File: src/rtl/fmc_i2c_init_sequencer.sv
// Steps through a table of I2C register writes and hands each one to the byte-level
// I2C engine. NACKs are retried after a gap, a silent engine times out, and done/error are sticky.
module fmc_i2c_init_sequencer #(
   parameter int NUM_ENTRIES    = 4,
   parameter int MAX_RETRIES    = 3,
   parameter int RETRY_GAP      = 1000,
   parameter int TIMEOUT_CYCLES = 200000,
   localparam int IDX_W = (NUM_ENTRIES > 1) ? $clog2(NUM_ENTRIES) : 1
) (
   input  logic             CLK,
   input  logic             rst,
   input  logic             start,
   output logic [IDX_W-1:0] tbl_idx,
   input  logic [6:0]       tbl_dev_addr,
   input  logic [7:0]       tbl_reg,
   input  logic [7:0]       tbl_data,
   output logic             cmd_valid,
   input  logic             cmd_ready,
   output logic [6:0]       cmd_dev_addr,
   output logic [7:0]       cmd_reg,
   output logic [7:0]       cmd_data,
   input  logic             rsp_valid,
   input  logic             rsp_nack,
   output logic             busy,
   output logic             done,
   output logic             error,
   output logic [1:0]       err_code,
   output logic [IDX_W-1:0] err_idx
);

   localparam int TMR_W = (TIMEOUT_CYCLES > 1) ? $clog2(TIMEOUT_CYCLES + 1) : 1;
   localparam int GAP_W = (RETRY_GAP > 1) ? $clog2(RETRY_GAP + 1) : 1;
   localparam int RTY_W = (MAX_RETRIES > 0) ? $clog2(MAX_RETRIES + 1) : 1;

   localparam logic [TMR_W-1:0] TMR_LAST = TMR_W'(TIMEOUT_CYCLES - 1);
   localparam logic [GAP_W-1:0] GAP_LAST = GAP_W'(RETRY_GAP - 1);
   localparam logic [RTY_W-1:0] RTY_MAX  = RTY_W'(MAX_RETRIES);
   localparam logic [IDX_W-1:0] IDX_LAST = IDX_W'(NUM_ENTRIES - 1);

   typedef enum logic [2:0] {
      IDLE, FETCH, ISSUE, WAIT_RSP, BACKOFF, NEXT
   } state_t;

   state_t           state;
   logic [IDX_W-1:0] idx;
   logic [RTY_W-1:0] retry_cnt;
   logic [TMR_W-1:0] timer;
   logic [GAP_W-1:0] gap_cnt;

   assign tbl_idx = idx;

   always_ff @(posedge CLK) begin
      if (!rst) begin
         state        <= IDLE;
         idx          <= '0;
         retry_cnt    <= '0;
         timer        <= '0;
         gap_cnt      <= '0;
         cmd_valid    <= 1'b0;
         cmd_dev_addr <= '0;
         cmd_reg      <= '0;
         cmd_data     <= '0;
         busy         <= 1'b0;
         done         <= 1'b0;
         error        <= 1'b0;
         err_code     <= 2'b00;
         err_idx      <= '0;
      end else begin
         case (state)
            IDLE: begin
               if (start) begin
                  done      <= 1'b0;
                  error     <= 1'b0;
                  err_code  <= 2'b00;
                  err_idx   <= '0;
                  idx       <= '0;
                  retry_cnt <= '0;
                  busy      <= 1'b1;
                  state     <= FETCH;
               end
            end
            FETCH: begin
               cmd_dev_addr <= tbl_dev_addr;
               cmd_reg      <= tbl_reg;
               cmd_data     <= tbl_data;
               cmd_valid    <= 1'b1;
               state        <= ISSUE;
            end
            ISSUE: begin
               if (cmd_ready) begin
                  cmd_valid <= 1'b0;
                  timer     <= '0;
                  state     <= WAIT_RSP;
               end
            end
            WAIT_RSP: begin
               // A response arriving on the timeout cycle takes priority over the timeout.
               if (rsp_valid) begin
                  if (!rsp_nack) begin
                     state <= NEXT;
                  end else if (retry_cnt < RTY_MAX) begin
                     retry_cnt <= retry_cnt + RTY_W'(1);
                     gap_cnt   <= '0;
                     state     <= BACKOFF;
                  end else begin
                     error    <= 1'b1;
                     err_code <= 2'b01;
                     err_idx  <= idx;
                     busy     <= 1'b0;
                     state    <= IDLE;
                  end
               end else if (timer == TMR_LAST) begin
                  error    <= 1'b1;
                  err_code <= 2'b10;
                  err_idx  <= idx;
                  busy     <= 1'b0;
                  state    <= IDLE;
               end else begin
                  timer <= timer + TMR_W'(1);
               end
            end
            BACKOFF: begin
               // Reissue the already latched command; the table is not read again.
               if (gap_cnt == GAP_LAST) begin
                  cmd_valid <= 1'b1;
                  state     <= ISSUE;
               end else begin
                  gap_cnt <= gap_cnt + GAP_W'(1);
               end
            end
            NEXT: begin
               if (idx == IDX_LAST) begin
                  done  <= 1'b1;
                  busy  <= 1'b0;
                  state <= IDLE;
               end else begin
                  idx       <= idx + IDX_W'(1);
                  retry_cnt <= '0;
                  state     <= FETCH;
               end
            end
            default: begin
               state <= IDLE;
            end
         endcase
      end
   end

endmodule
File: config.mk
export PLATFORM = sky130hd
export DESIGN_NAME = fmc_i2c_init_sequencer
export DESIGN_NICKNAME = d
export VERILOG_FILES = /design/src/rtl/fmc_i2c_init_sequencer.sv
export SDC_FILE = /design/constraint.sdc
export NUM_CORES = 1
export LEC_CHECK = 0
export CAP_MARGIN = 20
export CORE_MARGIN = 2
export CORE_UTILIZATION = 51
export CTS_BUF_LIST = sky130_fd_sc_hd__clkbuf_16
export CTS_CLUSTER_SIZE = 10
export DETAILED_ROUTE_END_ITERATION = 8
export PLACE_DENSITY_LB_ADDON = 0.12
export SETUP_SLACK_MARGIN = 0.15
export SYNTH_ARGS = -nofsm -noshare
export SYNTH_HDL_FRONTEND = slang
export SYNTH_SLANG_ARGS = --single-unit
export TNS_END_PERCENT = 30
File: constraint.sdc
create_clock -name CLK -period 2.3 [get_ports CLK]
set_clock_uncertainty 0.2 [all_clocks]
set_input_delay 0.23 -clock CLK [delete_from_list [all_inputs] [get_ports CLK]]
set_output_delay 0.23 -clock CLK [all_outputs]
set_load 0.01 [all_outputs]
==> out/metrics.yaml, run 1 <==
synth:
  synthCells: 352
  synth-edff-count: 0
  synth_compound_area_frac: 0.185
  muxShareOfSynthArea: 0.00646
  yosys.area.top_type: "dfxtp_1"
  syn-num-nets: 385
  async_flop_share: 0
  syn_avg_cell_area_um2: 8.80
  syn_area_um2: 3100
  synth_xor_area_frac: 0.0594
  synth-adder-area-share: 0.0162
  synthTopCellsByArea: "dfxtp_1, nand2_1, a21boi_0, xor2_1, nor2_1"
  synthSimpleGateAreaFrac: 0.279
  ys_ff_latch: 66
  yosysTopAreaCellShare: 0.426
  synth_top_family_by_area: "simple AND/OR/NAND/NOR gates"
  ys_types: 54
  dominantRegCellSynth: "dfxtp_1"
  synth_warnings: 0
  ys_seq_area_frac: 0.426
timing:
  timing.final.crit_share: 0.893
  worst_slack_ns: 0.245
  tightest_slew_ns: 0.460
  max_freq_mhz: 487
  finalHoldViolations: 0
  rsz0062_at_grt: "true"
  fin_tns_setup_ns: 0
  final_max_slew_viol_count: 0
  period_needed_ns: 2.05
  setup_viol: 0
  relSlewSlack: 0.693
global_routing:
  antenna_found_initial: 0
  grt_pass1_wl_mm: 11.8
  gr-usage-all-layers: 0.230
  grt_max_degree: 24
  grt_pass1_vias: 2604
  globalRouteOverflowTotal: 0
finish:
  nFillCells: 455
  n_antenna_cell: 0
  largest_reg_flops: 18
  drive_gt1_frac: 0.109
  layoutNonFillerInstCount: 505
  fin_nets: 459
  design_area_um2: 4140
  top_register: "timer"
  final_util: 0.703
  reg_top3: "timer x18, gap_cnt x10"
  area_growth_pct: 33.6
critical_path:
  r2r_end: "error$_SDFFE_PN0P_"
  critPathKind: "reg2reg"
  crit_path_frequent_cell: "a32o_1"
  worstPathArrival_ns: 2.07
  r2r-start: "state[1]$_SDFFE_PN0P_"
  slowest_delay_ns: 0.45
  r2r_slack_ns: 0.25
  end_kind: "register"
  critical_path.max_fanout: 12
  cp.required_ns: 2.31
  reg2regPathDepth: 5
  cp_slowest_cell: "dfxtp_1"
  crit_path_start_kind: "register"
  worstPathCellList: "and3b_1 > a32o_1 > or3_4 > nand2b_4 > a32o_1"
die:
  dieArea_um2: 6710
  io_pins: 62
  rows: 28
  die_y_um: 81.9
  fp.coreArea_um2: 5890
  die_x_um: 81.9
  start_util: 0.526
route:
  vias: 2758
  maxUsedRoutingLayer: "met4"
  ant_nets: 0
  drt_iter0_markers: 173
  drcViolationCount: 0
  wl_met1_mm: 3.30
  dr.pass1.iters: 4
  vias_per_cell: 5.46
  met2_length_mm: 3.28
  wl_met3_um: 325
  wirelength_mm: 7.06
  detail_route.wl_per_cell_um: 14.0
clocking:
  cts.path.max_buffers: 2
  insertion_delay_ns: 0.32
  clock_sinks: 66
  root_buffer: "clkbuf_16"
  post_cts_buffers: 0
  cts_tree: "done"
  path_clk_slew_ns: 0.05
  postCtsHoldBufs: 0
  cts_buffers: 9
  htree_levels: 3
min_path:
  min_from: "gap_cnt[8]$_SDFFE_PN0P_"
  min_path_type: "reg2reg"
  min_path_cells: 2
  holdPathEnd: "gap_cnt[8]$_SDFFE_PN0P_"
place:
  io_buffers: 61
  dpl.cell_count: 490
  dpl_cell_area_um2: 3860
  dp.final_hpwl_mm: 5.04
  gp_congestion: 0.880
  pre_cts_slack_ns: 0.109
job:
  cap_violations: 0
outcome:
  status: "finished, final reports clean"
pwr:
  powerDensity_nw_per_um2: 719
  total_leakage_power_uw: 0.00155
  worst_ir_drop_vdd_mv: 0.506
-- cell families (layout without fill, tap and decap cells) --
group,count (synthesis),after routing
AND/OR/NAND/NOR,167,167
AO/OA/AOI/OAI,74,74
flip-flops,66,66
XOR/XNOR,21,21
buffers and inverters,18,96
adder cells (fa/ha/maj),4,4
multiplexers,2,2
-- how the worst max path moves through the flow --
stage | startpoint | to | slack (ns) | cells after the start
finish | state[1]$_SDFFE_PN0P_ | error$_SDFFE_PN0P_ | 0.25 | 5
global route | timer[0]$_SDFFE_PN0P_ | timer[12]$_SDFFE_PN0P_ | 0.11 | 6
CTS | state[2]$_SDFFE_PN0P_ | error$_SDFFE_PN0P_ | 0.16 | 5
detailed placement | rsp_nack | error$_SDFFE_PN0P_ | 0.11 | 6
global placement | rsp_nack | error$_SDFFE_PN0P_ | 0.14 | 6
floorplan | retry_cnt[0]$_SDFFE_PN0P_ | error$_SDFFE_PN0P_ | 0.45 | 6
-- report_power, final --
group / switching, µW / total, µW / internal (µW) / leakage [µW]
clock network: 450 / 1270 / 815 / 0.000145
logic: 229 / 468 / 239 / 0.000865
registers: 43.8 / 1240 / 1200 / 0.000535
total: 723 / 2980 / 2250 / 0.00155
-- final cells by class --
type                       instances  area (µm²)  area share
inverter                           2        7.51     0.00181
multi-input combinational        268        1690       0.409
sequential                        66        1320       0.320
clock buffer                       9         225      0.0544
tap                               75        93.8      0.0227
timing repair buffer              79         746       0.180
clock inverter                     6        51.3      0.0124
-- per-stage QoR --
step	power (µW)	hold WS, ns
2_1_floorplan	1520	0.175
3_3_place_gp	1730	0.247
3_5_place_dp	1730	0.255
4_1_cts	3000	0.263
5_1_grt	3100	0.278
6_report	2980	0.260
-- cells in the mapped netlist, types with 3 or more instances --
library cell,count
nand3_1,11
buf_2,5
o211ai_1,5
and2_1,4
and3_1,10
a21oi_1,6
nand4_1,16
clkbuf_1,8
a31o_1,3
dfxtp_1,66
buf_4,3
o21ai_0,7
a21boi_0,26
nand3b_1,3
nor3_1,4
nor2b_1,5
nand2_1,59
nor2_1,34
xor2_1,21
nand2b_1,5
ha_1,4
o21ai_1,4
-- metal layers --
| metal | vias to the layer above | GRT usage |
|---|---|---|
| met5 | - | 0 |
| met4 | 0 | 0.112 |
| met3 | 16 | 0.0527 |
| met2 | 71 | 0.377 |
| met1 | 1268 | 0.284 |
| li1 | 1403 | - |
-- worst max-delay path, delay by kind of cell (launching register included) --
kind / cells / cell delay, ns
AOI/OAI and AO/OA: 2 / 0.53
DFF: 1 / 0.45
and+or+nand+nor: 3 / 0.77
-- cells in the final DEF, fill, tap and decap left out, types with 5 or more instances in the layout --
cell             netlist  routed
a21boi_0              26      26
a21oi_1                6       6
and3_1                10      10
buf_4                  3      18
clkbuf_16              0       9
clkdlybuf4s50_1        0      61
dfxtp_1               66      65
nand2_1               59      59
nand2b_1               5       5
nand3_1               11      11
nand4_1               16      16
nor2_1                34      34
nor2b_1                5       5
o211ai_1               5       5
o21ai_0                7       7
xor2_1                21      21
-- repair_timing --
item	4_1_cts	5_1_grt
hold endpoints to repair	0	0
gates resized for setup	0	1
setup endpoints to repair	0	7
Power figures use the tool's default switching activity.
==> run 2, diff against run 1 <==
Settings changed: CORE_ASPECT_RATIO set to 0.8.
==> run 2 against run 1 <==
- via count grew 1.2%
- flip-flop and latch count stayed put
- utilization grew 1.6 points
- combinational power is 0.9% higher
- clock power grew 31%
- die area is essentially flat
- sequential share of layout area is 0.72 points lower
- hold slack improved by 0.0011 ns
- wire length rose by 4.2%
- critical path type unchanged
- largest cell class unchanged
==> out/metrics.yaml, run 2 (same netlist as run 1, synthesis figures left out) <==
timing:
  hold_ws_ns: 0.261  # +0.00106 ns
  worst_slack_ns: 0.197  # -0.0483 ns
  timing.final.crit_share: 0.914  # +0.0210
  fin_tns_setup_ns: 0  # unchanged
  setup_viol: 0  # unchanged
  final_max_slew_viol_count: 0  # unchanged
  period_needed_ns: 2.10  # +0.0483 ns
  relSlewSlack: 0.680  # -0.0127
  finalHoldViolations: 0  # unchanged
  tightest_slew_ns: 0.480  # +0.0197 ns
  rsz0062_at_grt: "true"
  max_freq_mhz: 475  # -2.3%
clocking:
  cts_tree: "done"
  post_cts_buffers: 0  # unchanged
  root_buffer: "clkbuf_16"
  htree_levels: 3  # unchanged
  insertion_delay_ns: 0.33  # about the same
  path_clk_slew_ns: 0.05  # about the same
  cts_buffers: 9  # unchanged
  cts.path.max_buffers: 2  # unchanged
  clock_sinks: 66  # unchanged
place:
  dp.final_hpwl_mm: 5.18  # +2.7%
  gp_congestion: 0.877  # -0.26%
  io_buffers: 61  # unchanged
  pre_cts_slack_ns: 0.0191  # -0.0903 ns
finish:
  largest_reg_flops: 18  # unchanged
  layout_common_cells: "dfxtp_1, clkdlybuf4s50_1, nand2_1, nor2_1, a21boi_0"
  reg_top3: "timer x18, gap_cnt x10"
  top_register: "timer"
  final_util: 0.719  # +0.0161
  multi_input_area_um2: 1690  # +0.15%
  nFillCells: 482  # +5.9%
  regArea_um2: 1320  # about the same
  n_antenna_cell: 0  # unchanged
  drive_gt1_frac: 0.114  # +0.00465
  area_growth_pct: 36.5
  final_common_cell: "dfxtp_1"
  fin_nets: 458  # -0.22%
global_routing:
  grt_pass1_vias: 2592  # -0.46%
  globalRouteOverflowTotal: 0  # unchanged
  antenna_found_initial: 0  # unchanged
  gr-usage-all-layers: 0.233  # +0.00280
  grt_max_degree: 24  # unchanged
  grt_pass1_wl_mm: 12.3  # +4.0%
route:
  wirelength_mm: 7.36  # +4.2%
  drcViolationCount: 0  # unchanged
  vias_per_cell: 5.46  # about the same
  ant_nets: 0  # unchanged
  drt_iter0_markers: 137  # -21%
  dr.pass1.iters: 4  # unchanged
  detail_route.wl_per_cell_um: 14.4  # +3.0%
  vias: 2791  # +1.2%
die:
  io_pins: 62  # unchanged
  start_util: 0.527  # about the same
  fp.coreArea_um2: 5880  # about the same
  die_x_um: 91.1  # +11%
  rows: 25  # -11%
  dieArea_um2: 6720  # about the same
  die_y_um: 73.7  # -10%
min_path:
  min_path_type: "in2reg"
critical_path:
  worstPathArrival_ns: 2.12  # +0.05 ns
  cp_slowest_cell: "a2111oi_4"
  slowest_delay_ns: 0.54  # +0.09 ns
  cp.required_ns: 2.32  # about the same
  end_kind: "register"
  critical_path.max_fanout: 7  # -5
  critPathKind: "reg2reg"
  crit_path_start_kind: "register"
  worstPathCellList: "ha_1 > nand3_1 > a2111oi_4 > nand4_1 > xor2_1 > nor2_1"
pwr:
  comb_power_share: 0.140  # -0.017
  total_leakage_power_uw: 0.00157  # +1.7%
  swShare: 0.228  # -0.0146
  internal_power_uw: 2600  # +16%
  power.share.sequential: 0.368  # -0.050
  switchingPower_uw: 769  # +6.5%
  powerDensity_nw_per_um2: 797  # +11%
  worst_ir_drop_vdd_mv: 0.443  # -12%
  power.share.clock: 0.492  # +0.067
job:
  cap_violations: 0  # unchanged
outcome:
  status: "finished, final reports clean"
==> run 2: worst paths after layout <==
path,start,to,slack [ns],cells after the start
setup / recovery,timer[0]$_SDFFE_PN0P_,timer[16]$_SDFFE_PN0P_,0.20,6
hold / removal,tbl_reg[5],cmd_reg[5]$_SDFFE_PN0N_,0.26,3
setup reg to reg,timer[0]$_SDFFE_PN0P_,timer[16]$_SDFFE_PN0P_,0.20,6
hold reg to reg,cmd_dev_addr[0]$_SDFFE_PN0N_,cmd_dev_addr[0]$_SDFFE_PN0N_,0.26,2
==> run 2: power groups by stage <==
stage | clock [µW] | combinational [µW] | sequential, µW
global route | 1720 | 518 | 1250
floorplan | 0 | 250 | 1270
global placement | 0 | 465 | 1260
finish | 1660 | 472 | 1240
CTS | 1690 | 475 | 1240
detailed placement | 0 | 471 | 1260
==> run 2: stage by stage <==
step                instances  area (µm²)  total power, µW
CTS                       511        4230             3410
global placement          495        3860             1730
global route              511        4230             3490
floorplan                 352        3100             1520
detailed placement        495        3860             1740
finish                    511        4230             3370
==> run 2: layout make-up <==
| class | count | share of cell area |
|---|---|---|
| clock inverters | 7 | 0.0334 |
| inverters | 2 | 0.00178 |
| repair buffers | 78 | 0.175 |
| flip-flops and latches | 66 | 0.312 |
| well taps | 81 | 0.0240 |
| multi-input cells | 268 | 0.401 |
| clock buffers | 9 | 0.0533 |
==> run 2: critical path: cells and delay by family (launching register included) <==
kind | cells | cell delay [ns]
flops | 1 | 0.34
xor+xnor | 1 | 0.16
simple gates | 3 | 0.44
compound gates | 1 | 0.54
fa+ha+maj | 1 | 0.32
==> run 2: repair_timing <==
action,CTS,global route
setup endpoints to repair,0,4
resized for setup,0,1
hold buffers,0,0
==> run 2: metal layers <==
| layer | wire [µm] | track usage |
|---|---|---|
| met5 | 0 | 0 |
| met4 | 125 | 0.0926 |
| met3 | 480 | 0.0728 |
| met2 | 3280 | 0.373 |
| met1 | 3470 | 0.297 |
==> run 3, diff against run 2 <==
Settings changed: ABC_AREA set to 1, CORE_UTILIZATION 51 to 52, CTS_CLUSTER_DIAMETER set to 100.
==> run 3 against run 2 <==
- via count rose by 20%
- final cell count rose by 28%
- die area rose by 5.5%
- power rose by 26%
- sequential share of layout area fell by 0.95 points
- hold slack got worse by 0.0033 ns
- synthesized cell count rose by 41%
- area after synthesis rose by 7.8%
- largest cell class unchanged
==> out/metrics.yaml, run 3 <==
finish:
  largest_reg_flops: 18  # unchanged
  layout_common_cells: "nor2_1, nand2_1, dfxtp_1, clkdlybuf4s50_1, inv_1"
  area_growth_pct: 30.6
  drive_gt1_frac: 0.0845  # -0.0294
  n_antenna_cell: 0  # unchanged
  layoutNonFillerInstCount: 652  # +28%
  top_register: "timer"
  fin_nets: 596  # +30%
  final_common_cell: "nor2_1"
  nFillCells: 562  # +17%
  regArea_um2: 1320  # unchanged
  multi_input_area_um2: 1770  # +4.7%
  final_util: 0.691  # -0.0280
  reg_top3: "timer x18, gap_cnt x10"
pwr:
  powerDensity_nw_per_um2: 975  # +22%
  swShare: 0.329  # +0.101
  power.share.clock: 0.345  # -0.147
  switchingPower_uw: 1400  # +82%
  worst_ir_drop_vdd_mv: 0.528  # +19%
  power.share.sequential: 0.346  # -0.022
  total_leakage_power_uw: 0.00166  # +5.3%
  internal_power_uw: 2850  # +9.7%
  comb_power_share: 0.310  # +0.170
place:
  gp_congestion: 0.946  # +7.9%
  dp.final_hpwl_mm: 5.78  # +12%
  dpl.cell_count: 636  # +28%
  pre_cts_slack_ns: 0.256  # +0.237 ns
  io_buffers: 61  # unchanged
die:
  die_y_um: 75.7  # +2.7%
  io_pins: 62  # unchanged
  die_x_um: 93.6  # +2.7%
  rows: 26  # +4.0%
  dieArea_um2: 7090  # +5.5%
  start_util: 0.529  # +0.00253
  fp.coreArea_um2: 6310  # +7.3%
critical_path:
  worstPathArrival_ns: 2.08  # -0.04 ns
  critPathKind: "reg2reg"
  critical_path.max_fanout: 19  # +12
  cp.required_ns: 2.33  # about the same
  crit_path_start_kind: "register"
  end_kind: "register"
timing:
  fin_tns_setup_ns: 0  # unchanged
  finalHoldViolations: 0  # unchanged
  timing.final.crit_share: 0.891  # -0.0236
  max_freq_mhz: 488  # +2.7%
  final_max_slew_viol_count: 0  # unchanged
  setup_viol: 0  # unchanged
  worst_slack_ns: 0.251  # +0.0543 ns
  period_needed_ns: 2.05  # -0.0543 ns
  hold_ws_ns: 0.258  # -0.00326 ns
  rsz0062_at_grt: "true"
  tightest_slew_ns: 0.701  # +0.221 ns
  relSlewSlack: 0.532  # -0.148
clocking:
  clock_sinks: 66  # unchanged
  cts_tree: "done"
  root_buffer: "clkbuf_16"
  htree_levels: 3  # unchanged
  cts_buffers: 9  # unchanged
  insertion_delay_ns: 0.33  # about the same
  path_clk_slew_ns: 0.06  # about the same
  cts.path.max_buffers: 2  # unchanged
synth:
  netlist_top_cells_count: "nor2_1, nand2_1, dfxtp_1, inv_1, a21oi_1"
  ys_ff_latch: 66  # unchanged
  syn_avg_cell_area_um2: 6.71  # -24%
  synth_warnings: 0  # unchanged
  synthCells: 498  # +41%
  dominantRegCellSynth: "dfxtp_1"
  syn_area_um2: 3340  # +7.8%
  async_flop_share: 0  # unchanged
  synthTopCellsByArea: "dfxtp_1, nor2_1, nand2_1, a21oi_1, nand3_1"
  yosysTopAreaCellShare: 0.396  # -0.0310
  syn-num-nets: 531  # +38%
  ys_seq_area_frac: 0.396  # -0.0310
  yosysMostFrequentCell: "nor2_1"
  ys_types: 36  # -33%
  yosys.area.top_type: "dfxtp_1"
  synth-edff-count: 0  # unchanged
global_routing:
  grtUsageMet3: 0.106  # +0.0330
  grt.met1_usage: 0.297  # about the same
  gr-usage-all-layers: 0.245  # +0.0125
  grt_pass1_vias: 3079  # +19%
  globalRouteOverflowTotal: 0  # unchanged
  met2_usage: 0.392  # +0.0196
  grt_max_degree: 25  # +4.2%
  grt_pass1_wl_mm: 13.5  # +10%
  antenna_found_initial: 0  # unchanged
  grt.busiest_layer: "met2"
route:
  drcViolationCount: 0  # unchanged
  dr.pass1.iters: 5  # +1
  wirelength_mm: 8.33  # +13%
  vias: 3352  # +20%
  drt_iter0_markers: 169  # +23%
  vias_per_cell: 5.14  # -5.9%
  detail_route.wl_per_cell_um: 12.8  # -11%
  ant_nets: 0  # unchanged
job:
  cap_violations: 0  # unchanged
outcome:
  status: "finished, final reports clean"
min_path:
  min_path_type: "reg2reg"
run 3: cell types whose count changed after synthesis, moves of 23 or more:
cell,before,now
nor2_1,34,114
o21ai_0,7,30
inv_1,2,40
a21boi_0,26,0
a21oi_1,6,34
nand2_1,59,106
run 3: power by group through the flow:
| stage | combinational, µW | clock, µW | sequential (µW) |
|---|---|---|---|
| 2_1_floorplan | 717 | 0 | 1550 |
| 3_3_place_gp | 1280 | 0 | 1480 |
| 3_5_place_dp | 1300 | 0 | 1480 |
| 4_1_cts | 1310 | 1490 | 1470 |
| 5_1_grt | 1450 | 1540 | 1500 |
| 6_report | 1320 | 1470 | 1470 |
run 3: metrics by stage:
step	power, µW	area [µm²]
after floorplan	2270	3340
after global placement	2770	4030
after detailed placement	2790	4030
after CTS	4270	4350
after global routing	4490	4360
final	4250	4360
run 3: what timing repair did:
action / 4_1_cts / 5_1_grt
gates resized for setup: 0 / 2
endpoints found under the setup margin: 0 / 11
hold buffers: 0 / 0
setup buffers: 0 / 0
run 3: path summary, 6_finish.rpt:
| kind | start | endpoint | slack, ns | depth (start not counted) |
|---|---|---|---|---|
| setup / recovery | timer[0]$_SDFFE_PN0P_ | timer[13]$_SDFFE_PN0P_ | 0.25 | 10 |
| hold / removal | cmd_valid$_SDFFE_PN0P_ | cmd_valid$_SDFFE_PN0P_ | 0.26 | 2 |
| setup reg to reg | timer[0]$_SDFFE_PN0P_ | timer[13]$_SDFFE_PN0P_ | 0.25 | 10 |
| hold reg to reg | cmd_valid$_SDFFE_PN0P_ | cmd_valid$_SDFFE_PN0P_ | 0.26 | 2 |
run 3: critical path, cell delays in order (launching register included):
cell     delay [ns]
dfxtp_1        0.43
ha_1           0.23
nand3_1        0.18
nor2_1         0.21
nand3_2        0.17
nand2_8        0.18
inv_4          0.11
nand2_1        0.07
nand2_1        0.05
inv_1          0.06
nor2_2         0.04
run 3: cells by family (layout without fill, tap and decap cells):
group	after synthesis	in the layout	synth area share
AO/OA/AOI/OAI	73	73	0.122
XOR/XNOR	7	7	0.0184
adder cells (fa/ha/maj)	4	4	0.0150
buffers and inverters	60	130	0.0768
flip-flops	66	66	0.396
AND/OR/NAND/NOR	288	288	0.373
run 3: area by class of cell:
cell class,count,area share
clock buffers,9,0.0516
clock inverters,7,0.0215
inverters,45,0.0393
multi-input cells,372,0.407
flip-flops and latches,66,0.303
well taps,84,0.0241
repair buffers,69,0.154
run 3: routing by layer:
metal,vias to the layer above,routed length (µm)
li1,1730,-
met1,1512,3950
met2,98,3560
met3,12,687
met4,0,131
met5,-,0
